--- config.mk ---
export PLATFORM = sky130hd
export DESIGN_NAME = ecc_apb_sequencer
export DESIGN_NICKNAME = d
export VERILOG_FILES = /design/src/rtl/ecc_seq_pkg.sv /design/src/rtl/ecc_apb_write_phy.sv /design/src/rtl/ecc_apb_sequencer.sv
export SDC_FILE = /design/constraint.sdc
export NUM_CORES = 1
export LEC_CHECK = 0
export ABC_AREA = 0
export CORE_MARGIN = 5
export CORE_UTILIZATION = 39
export CTS_BUF_LIST = sky130_fd_sc_hd__clkbuf_8
export DETAILED_ROUTE_END_ITERATION = 6
export GPL_ROUTABILITY_DRIVEN = 1
export PLACE_DENSITY = 0.77
export SLEW_MARGIN = 15
export SYNTH_ARGS = -nofsm -noshare
export SYNTH_HDL_FRONTEND = slang
export SYNTH_SLANG_ARGS = --single-unit
--- constraint.sdc ---
create_clock -name clk -period 3.1 [get_ports clk]
set_input_delay 0.465 -clock clk [delete_from_list [all_inputs] [get_ports clk]]
set_output_delay 0.465 -clock clk [all_outputs]
set_load 0.01 [all_outputs]
--- src/rtl/ecc_seq_pkg.sv ---
// Shared types and constants for the ECC APB sequencer: FSM states, ECC_ENC_DEC
// register map and command opcode encodings.
package ecc_seq_pkg;

    typedef enum logic [2:0] {
        IDLE,
        SETUP,
        ACCESS,
        WAIT_DONE,
        RESP
    } seq_state_e;

    localparam logic [7:0] ADDR_CTRL     = 8'h00;
    localparam logic [7:0] ADDR_DATA_IN  = 8'h04;
    localparam logic [7:0] ADDR_CW_WIDTH = 8'h08;
    localparam logic [7:0] ADDR_NOISE    = 8'h0C;

    localparam logic [1:0] OP_ENCODE = 2'b00;
    localparam logic [1:0] OP_DECODE = 2'b01;
    localparam logic [1:0] OP_FULL   = 2'b10;
    localparam logic [1:0] OP_RSVD   = 2'b11;

    // CTRL goes last because writing it is what kicks off the ECC operation.
    function automatic logic [7:0] wr_index_addr(input logic [1:0] idx);
        logic [7:0] addr;
        case (idx)
            2'd0:    addr = ADDR_DATA_IN;
            2'd1:    addr = ADDR_CW_WIDTH;
            2'd2:    addr = ADDR_NOISE;
            default: addr = ADDR_CTRL;
        endcase
        return addr;
    endfunction

endpackage

--- src/rtl/ecc_apb_write_phy.sv ---
// Two-cycle APB write master: a wr_start pulse yields SETUP on the next cycle, then ACCESS.
// No wait states; back-to-back starts issued during ACCESS chain straight into SETUP.
module ecc_apb_write_phy #(
    parameter int ADDR_W = 20,
    parameter int DATA_W = 32
) (
    input  logic              clk,
    input  logic              rst,
    input  logic              wr_start,
    input  logic [ADDR_W-1:0] wr_addr,
    input  logic [DATA_W-1:0] wr_data,
    output logic [ADDR_W-1:0] PADDR,
    output logic [DATA_W-1:0] PWDATA,
    output logic              PSEL,
    output logic              PENABLE,
    output logic              PWRITE
);

    logic              psel_q, psel_d;
    logic              penable_q, penable_d;
    logic              pwrite_q, pwrite_d;
    logic [ADDR_W-1:0] paddr_q, paddr_d;
    logic [DATA_W-1:0] pwdata_q, pwdata_d;

    always_comb begin
        psel_d    = wr_start | (psel_q & ~penable_q);
        penable_d = psel_q & ~penable_q;
        pwrite_d  = psel_d;
        paddr_d   = '0;
        pwdata_d  = '0;
        if (wr_start) begin
            paddr_d  = wr_addr;
            pwdata_d = wr_data;
        end else if (psel_d) begin
            paddr_d  = paddr_q;
            pwdata_d = pwdata_q;
        end
    end

    always_ff @(posedge clk) begin
        if (!rst) begin
            psel_q    <= 1'b0;
            penable_q <= 1'b0;
            pwrite_q  <= 1'b0;
            paddr_q   <= '0;
            pwdata_q  <= '0;
        end else begin
            psel_q    <= psel_d;
            penable_q <= penable_d;
            pwrite_q  <= pwrite_d;
            paddr_q   <= paddr_d;
            pwdata_q  <= pwdata_d;
        end
    end

    assign PSEL    = psel_q;
    assign PENABLE = penable_q;
    assign PWRITE  = pwrite_q;
    assign PADDR   = paddr_q;
    assign PWDATA  = pwdata_q;

endmodule

--- src/rtl/ecc_apb_sequencer.sv ---
// Programs ECC_ENC_DEC over APB (4 writes, 8 cycles), waits for operation_done, then holds
// the result on rsp_* until rsp_ready. ECC_SEQ_TIMEOUT_EN enables the WAIT_DONE watchdog.
module ecc_apb_sequencer
    import ecc_seq_pkg::*;
#(
    parameter int DATA_WIDTH      = 32,
    parameter int AMBA_ADDR_WIDTH = 20,
    parameter int AMBA_WORD       = 32,
    parameter int TIMEOUT_CYCLES  = 64
) (
    input  logic                       clk,
    input  logic                       rst,
    input  logic                       cmd_valid,
    output logic                       cmd_ready,
    input  logic [1:0]                 cmd_op,
    input  logic [AMBA_WORD-1:0]       cmd_data,
    input  logic [1:0]                 cmd_width,
    input  logic [AMBA_WORD-1:0]       cmd_noise,
    output logic [AMBA_ADDR_WIDTH-1:0] PADDR,
    output logic [AMBA_WORD-1:0]       PWDATA,
    output logic                       PSEL,
    output logic                       PENABLE,
    output logic                       PWRITE,
    input  logic                       operation_done,
    input  logic [DATA_WIDTH-1:0]      data_out,
    input  logic [1:0]                 num_of_errors,
    output logic                       rsp_valid,
    input  logic                       rsp_ready,
    output logic [DATA_WIDTH-1:0]      rsp_data,
    output logic [1:0]                 rsp_errors,
    output logic                       rsp_timeout,
    output logic                       busy
);

    if (TIMEOUT_CYCLES < 1) begin : g_timeout_param_check
        $error("TIMEOUT_CYCLES must be at least 1");
    end

    seq_state_e                 state_q, state_d;
    logic [1:0]                 idx_q, idx_d;
    logic [1:0]                 op_q, op_d;
    logic [AMBA_WORD-1:0]       data_q, data_d;
    logic [1:0]                 width_q, width_d;
    logic [AMBA_WORD-1:0]       noise_q, noise_d;
    logic                       cmd_ready_q, cmd_ready_d;
    logic                       busy_q, busy_d;
    logic                       rsp_valid_q, rsp_valid_d;
    logic [DATA_WIDTH-1:0]      rsp_data_q, rsp_data_d;
    logic [1:0]                 rsp_errors_q, rsp_errors_d;
    logic                       rsp_timeout_q, rsp_timeout_d;

    logic                       wr_start;
    logic [AMBA_ADDR_WIDTH-1:0] wr_addr;
    logic [AMBA_WORD-1:0]       wr_data;
    logic                       wait_expired;

`ifdef ECC_SEQ_TIMEOUT_EN
    localparam int CNT_W = $clog2(TIMEOUT_CYCLES + 1);
    logic [CNT_W-1:0] cnt_q, cnt_d;
    assign wait_expired = (cnt_q == CNT_W'(TIMEOUT_CYCLES - 1));
`else
    assign wait_expired = 1'b0;
`endif

    always_comb begin
        state_d       = state_q;
        idx_d         = idx_q;
        op_d          = op_q;
        data_d        = data_q;
        width_d       = width_q;
        noise_d       = noise_q;
        rsp_data_d    = rsp_data_q;
        rsp_errors_d  = rsp_errors_q;
        rsp_timeout_d = rsp_timeout_q;
        wr_start      = 1'b0;
        case (state_q)
            IDLE: begin
                if (cmd_valid && cmd_ready_q) begin
                    op_d    = cmd_op;
                    data_d  = cmd_data;
                    width_d = cmd_width;
                    noise_d = cmd_noise;
                    idx_d   = 2'd0;
                    if (cmd_op == OP_RSVD) begin
                        state_d       = RESP;
                        rsp_data_d    = '0;
                        rsp_errors_d  = 2'b11;
                        rsp_timeout_d = 1'b0;
                    end else begin
                        state_d  = SETUP;
                        wr_start = 1'b1;
                    end
                end
            end
            SETUP: state_d = ACCESS;
            ACCESS: begin
                if (idx_q == 2'd3) begin
                    state_d = WAIT_DONE;
                end else begin
                    state_d  = SETUP;
                    idx_d    = idx_q + 2'd1;
                    wr_start = 1'b1;
                end
            end
            WAIT_DONE: begin
                if (operation_done) begin
                    state_d       = RESP;
                    rsp_data_d    = data_out;
                    rsp_errors_d  = num_of_errors;
                    rsp_timeout_d = 1'b0;
                end else if (wait_expired) begin
                    state_d       = RESP;
                    rsp_data_d    = '0;
                    rsp_errors_d  = 2'b11;
                    rsp_timeout_d = 1'b1;
                end
            end
            RESP: begin
                if (rsp_ready) begin
                    state_d = IDLE;
                    idx_d   = 2'd0;
                end
            end
            default: begin
                state_d = IDLE;
                idx_d   = 2'd0;
            end
        endcase

        cmd_ready_d = (state_d == IDLE);
        busy_d      = (state_d != IDLE);
        rsp_valid_d = (state_d == RESP);
    end

    // Write payload follows the next index; on acceptance the *_d fields are the raw cmd inputs.
    always_comb begin
        wr_addr = AMBA_ADDR_WIDTH'(wr_index_addr(idx_d));
        case (idx_d)
            2'd0:    wr_data = data_d;
            2'd1:    wr_data = AMBA_WORD'(width_d);
            2'd2:    wr_data = noise_d;
            default: wr_data = AMBA_WORD'(op_d);
        endcase
    end

`ifdef ECC_SEQ_TIMEOUT_EN
    always_comb begin
        cnt_d = '0;
        if (state_q == WAIT_DONE && state_d == WAIT_DONE) begin
            cnt_d = cnt_q + CNT_W'(1);
        end
    end
`endif

    always_ff @(posedge clk) begin
        if (!rst) begin
            state_q       <= IDLE;
            idx_q         <= 2'd0;
            op_q          <= 2'd0;
            data_q        <= '0;
            width_q       <= 2'd0;
            noise_q       <= '0;
            cmd_ready_q   <= 1'b1;
            busy_q        <= 1'b0;
            rsp_valid_q   <= 1'b0;
            rsp_data_q    <= '0;
            rsp_errors_q  <= 2'd0;
            rsp_timeout_q <= 1'b0;
`ifdef ECC_SEQ_TIMEOUT_EN
            cnt_q         <= '0;
`endif
        end else begin
            state_q       <= state_d;
            idx_q         <= idx_d;
            op_q          <= op_d;
            data_q        <= data_d;
            width_q       <= width_d;
            noise_q       <= noise_d;
            cmd_ready_q   <= cmd_ready_d;
            busy_q        <= busy_d;
            rsp_valid_q   <= rsp_valid_d;
            rsp_data_q    <= rsp_data_d;
            rsp_errors_q  <= rsp_errors_d;
            rsp_timeout_q <= rsp_timeout_d;
`ifdef ECC_SEQ_TIMEOUT_EN
            cnt_q         <= cnt_d;
`endif
        end
    end

    ecc_apb_write_phy #(
        .ADDR_W (AMBA_ADDR_WIDTH),
        .DATA_W (AMBA_WORD)
    ) u_write_phy (
        .clk      (clk),
        .rst      (rst),
        .wr_start (wr_start),
        .wr_addr  (wr_addr),
        .wr_data  (wr_data),
        .PADDR    (PADDR),
        .PWDATA   (PWDATA),
        .PSEL     (PSEL),
        .PENABLE  (PENABLE),
        .PWRITE   (PWRITE)
    );

    assign cmd_ready  = cmd_ready_q;
    assign busy       = busy_q;
    assign rsp_valid  = rsp_valid_q;
    assign rsp_data   = rsp_data_q;
    assign rsp_errors = rsp_errors_q;
`ifdef ECC_SEQ_TIMEOUT_EN
    assign rsp_timeout = rsp_timeout_q;
`else
    assign rsp_timeout = 1'b0;
`endif

endmodule

-- Word level (Yosys, flattened, before mapping)
Index checks and enable logic that the tools add are counted.
- memories kept: 0
- logic and storage cells: 76
- bits of input ports: 107
- output and inout port bits: 93
- register bits after elaboration: 152
- ROM bits: 0
- bits in writable memories: 0
- bits in latches: 0
- reduce and logical (&&, ||, !) cells: 8
- multipliers: 0
- shift operators: 0
- mux-type cells: 36
- bitwise operators: 3
- eq/ne operators: 13
- add/sub/neg operators: 1
- div/mod/pow operators: 0
- $lt $le $gt $ge: 0
- operators with widths (operator ; count):
    $mux 32 ; 9
    $pmux 32 s3 ; 1
    $pmux 32 s2 ; 1
    $mux 2 ; 11
    $mux 8 ; 2
    $pmux 3 s5 ; 1
    $mux 3 ; 4
    $pmux 4 s3 ; 1
    $pmux 2 s4 ; 1
    $eq 2x2->1 const B ; 3
    $eq 3x2->1 const B ; 2
    $eq 3x3->1 const B ; 2
    $logic_not 3->1 ; 2
    $ne 2x2->1 const B ; 3
    $pmux 2 s2 ; 1
    $reduce_and 4->1 ; 1
    $eq 3x1->1 const B ; 1
    $mux 1 ; 3
    $reduce_bool 3->1 ; 1
    $add 2x1->2 const B ; 1
    $eq 2x1->1 const B ; 1
    $logic_not 2->1 ; 1
    $ne 2x1->1 const B ; 1
    $pmux 1 s2 ; 1
    other kinds (6) ; 6

-- Longest topological paths before layout
- word-level depth: 7
- gate-level depth with buffers: 12

-- Cells and area by module
A second synthesis with hierarchy kept.
- cells, all modules: 754
- area, all modules: 7352.1 um^2
- modules (own cells, without submodules) (module ; area an instance (um^2) ; cells an instance ; instances):
    ecc_apb_sequencer ; 4904.7 ; 514 ; 1
    ecc_apb_write_phy ; 2447.3 ; 240 ; 1

-- Least setup slack after synthesis
Ideal clock, no wire load.
- path type: input -> register
- start: in cmd_valid
- end: reg u_write_phy.pwdata_q[21], in the netlist u_write_phy.PWDATA[21]
- path buffers: 4
- stages on the path: 12
- data arrival time: 2.448 ns
- setup time: 0.079 ns
- path slack: 0.573 ns
- cell sequence: nand3b_4 or3_1 buf_6 buf_6 buf_2 nand3_1 inv_1 ha_1 nor2_1 nand3_4 buf_6 o221ai_2
- word-level cells in the longest chain between the ends: 6
- elaborated cells on any way between the ends: 16
- those cells by class: eq/ne: 3; mux: 10; bitwise: 1; reduce/logical: 2
- RTL lines (what ; line ; text):
    start, declared ; ecc_apb_sequencer.sv:13 ; input logic cmd_valid,
    $logic_and 1x1->1 (*) ; ecc_apb_sequencer.sv:78 ; if (cmd_valid && cmd_ready_q) begin
    $mux 2 (*) ; ecc_apb_sequencer.sv:78 ;
    $pmux 2 s4 (*) ; ecc_apb_sequencer.sv:76 ; case (state_q)
    named net idx_d[1] ; ecc_apb_sequencer.sv:40 ; logic [1:0] idx_q, idx_d;
    $eq 2x2->1 (tied with other cells) ; ecc_apb_sequencer.sv:138 ; case (idx_d)
    $pmux 32 s3 (*) ; ecc_apb_sequencer.sv:138 ;
    $mux 32 (*) ; ecc_apb_write_phy.sv:31 ; if (wr_start) begin
    end signal, assigned ; ecc_apb_write_phy.sv:52 ; pwdata_q <= pwdata_d;
    end, declared ; ecc_apb_write_phy.sv:23 ; logic [DATA_W-1:0] pwdata_q, pwdata_d;
The timed path passes the listed nets; every way through them passes the cells marked *.
A chain may end at the register's enable or synchronous reset.

-- Worst setup path in the final report
- start: in cmd_valid
- end: reg u_write_phy.pwdata_q[20], in the netlist u_write_phy.PWDATA[20]
The elaborated chain is that of the path after synthesis.

==> flow_summary.ini <==
[final_layout]
num-fill-cells = 1312
syn2layout_area_growth_pct = 39.6
drive_gt1_share_pct = 8.39
n_antenna_cell = 0
fin_cells = 959
final_util_pct = 55.3
fin_nets = 873

[synthesis]
yosysMostFrequentCell = dfxtp_1
synthArstFlopShare_pct = 0
syn-cell-area_um2 = 5760
synth_edf_count = 0
yosys.area_share.xor_xnor_pct = 0
ys_warn_count = 0
synth-seq-cells = 146
ys.flop_type = dfxtp_1
yosys.area_share.simple_pct = 16.1
syn_avg_cell_area_um2 = 9.61
yosysTopAreaCell = dfxtp_1
synth_top_area_share_pct = 50.8
synth_commonest_cells = 146 x dfxtp_1, 87 x nand2_1, 66 x nor2_1
netlist_top_cells_area = dfxtp_1 51%, mux2i_1 10%, nand2_1 5.7%
synthCells = 599
seq_area_frac_synth_pct = 50.8
synthMuxAreaShare_pct = 10.8
synth_top_family_by_area = simple AND/OR/NAND/NOR gates
ys_types = 45
synth_compound_area_share_pct = 13.8
synth_fa_ha_area_share_pct = 0.869

[setup_path]
r2r_slack_ps = 720
worstPathCellList = clkdlybuf4s50_1 -> nand3b_4 -> or3_4 -> nand3_1 -> inv_1 -> ha_1 -> nor2_1 -> nand3_4 -> buf_12 -> o221ai_2
cp.required_ps = 3450
critPathCaptureType = flop
max_stage_delay_ps = 530
cp.arrival_ps = 2810
worstSetupStartpointType = input port
cp_max_fo = 30
r2r_end = u_write_phy.PWDATA[20]$_SDFFE_PN0P_
r2r_cells = 9
path_class = in -> reg
cpMaxStageDelayCell = clkdlybuf4s50_1
rr_startpoint = state_q[2]$_SDFF_PN0_
startpoint = cmd_valid

[timing]
hold_viol = 0
setup_violations = 0
max_clock_freq_mhz = 407
tightest_slew_ps = 1110
max_slew_margin_pct = 25.9
rsz0062_at_grt = false
drv_slew = 0
period_needed_ps = 2450
hold_slack_ps = 453
fin_crit_sh_pct = 79.2
final.setup_skew_ps = 14.3
finalSetupTns_ps = 0

[clocking]
cts_sinks = 146
cts_setup_buffers = 0
cts_tree = built
cts_root_buffer = clkbuf_8
clock_latency_ps = 440
cts_buffer_depth = 2
path_clk_slew_ps = 70
cts.repair.resized = 0
ctsHtreeMaxLevel = 4
holdBufCountCts = 0
numCtsBuffers = 17

[floorplanning]
dieArea_um2 = 17300
rows = 44
die_w_um = 132
dieHeight_um = 132
initial_core_util_pct = 39.6
io_pins = 200
fp.coreArea_um2 = 14500

[flow_run]
maxCapViolations = 0

[min_path]
holdPathEnd = rsp_data[20]$_SDFFE_PN0P_
min-delay-start = rsp_data[20]$_SDFFE_PN0P_
hold_path.class = reg -> reg
hold_depth = 2

[route]
dr.first_iter.drc_count = 255
first_pass_iters = 4
antenna_left = 0
drc = 0
routed_via_density = 4.95
wl_per_cell_um = 15.6
vias = 4750
totalWireLength_um = 14900

[pwr]
leakagePower_nw = 3.20
p_per_area_nw_per_um2 = 558
max-vdd-ir-drop_v = 0.000307
power.total_mw = 4.49

[global_route]
grt_max_degree = 103
gr-total-overflow = 0
grt_pass1_vias = 4717
grt_first_pass_wirelength_um = 24300
grt_usage_pct = 17.2
antenna_found_initial = 0

[status]
status = finished clean

[place]
port_buffers = 180
gp_congestion = 0.752
hpwl_um = 10300
dp.cells = 927
cell usage in the layout (no fill, tap or decap), types with 2 or more instances in the layout:
cell type	count
mux2_2	2
mux2i_1	60
bufinv_16	5
ha_1	4
and2_1	3
nor2_1	66
conb_1	19
clkdlybuf4s50_1	180
nor2b_1	2
buf_12	3
a31oi_1	3
clkinv_4	4
nor3_1	3
nor3b_1	2
nand3b_1	2
clkinv_2	2
a2bb2oi_1	2
nand2_1	87
nor4_1	3
clkbuf_8	19
o221ai_1	16
dfxtp_1	146
o22ai_1	2
o21ai_0	7
a311oi_1	4
a221oi_1	2
a21oi_1	46
inv_1	6
o221ai_2	14
clkinvlp_4	2
nand2b_1	2
nand3_1	34
buf_4	8
worst max-delay path by stage:
stage | depth (start not counted) | to | slack, ps
after CTS | 10 | u_write_phy.PWDATA[20]$_SDFFE_PN0P_ | 700
final | 10 | u_write_phy.PWDATA[20]$_SDFFE_PN0P_ | 650
after detailed placement | 10 | u_write_phy.PWDATA[31]$_SDFFE_PN0P_ | 210
after floorplan | 12 | u_write_phy.PWDATA[21]$_SDFFE_PN0P_ | 570
after global placement | 10 | u_write_phy.PWDATA[19]$_SDFFE_PN0P_ | 290
after global routing | 10 | u_write_phy.PWDATA[14]$_SDFFE_PN0P_ | 560
sequential cells by signal, summed over array words and instances (netlist names):
name / flops
busy: 1
rsp_data: 32
idx_q: 2
u_write_phy.PWDATA: 32
u_write_phy.PADDR: 2
state_q: 3
rsp_valid: 1
data_q: 32
u_write_phy.PWRITE: 1
u_write_phy.PENABLE: 1
width_q: 2
rsp_errors: 2
noise_q: 32
op_q: 2
cmd_ready: 1
layout make-up:
type	instances	area (µm²)	area share, %
Sequential cell	146	2920	36.4
Multi-Input combinational cell	400	2470	30.7
Clock inverter	13	209	2.60
Inverter	6	23.8	0.296
Tap cell	184	230	2.86
Clock buffer	19	262	3.25
Timing Repair Buffer	191	1920	23.9
power by group:
part           internal, mW  switching [mW]
combinational         0.363           0.369
clock                  1.00           0.707
sequential             1.99          0.0537
total                  3.36            1.13
kinds of logic (layout without fill, tap and decap cells):
kind of cell / count (synthesis) / after routing
compound gates: 104 / 104
fa+ha+maj: 4 / 4
buf+inv: 71 / 229
flops: 146 / 146
mux: 62 / 62
other cells: 1 / 19
simple gates: 211 / 211
metrics by stage:
step / setup slack (ps) / instance area, µm²
6_report: 646 / 8040
4_1_cts: 700 / 8040
3_5_place_dp: 210 / 7570
3_3_place_gp: 292 / 7570
2_1_floorplan: 573 / 5830
5_1_grt: 557 / 8040
critical path: cells and delay by family:
| kind | cells | cell delay, ps |
|---|---|---|
| simple gates | 5 | 1080 |
| compound gates | 1 | 210 |
| fa+ha+maj | 1 | 220 |
| buf+inv | 3 | 800 |
routing by layer:
| metal | up-vias | track usage, % | wire (µm) |
|---|---|---|---|
| met1 | 2180 | 21.8 | 6830 |
| li1 | 2367 | - | - |
| met5 | - | 0 | 0 |
| met4 | 0 | 5.83 | 161 |
| met2 | 187 | 27.2 | 6700 |
| met3 | 16 | 6.08 | 1220 |
(Power assumes the default switching activity.)
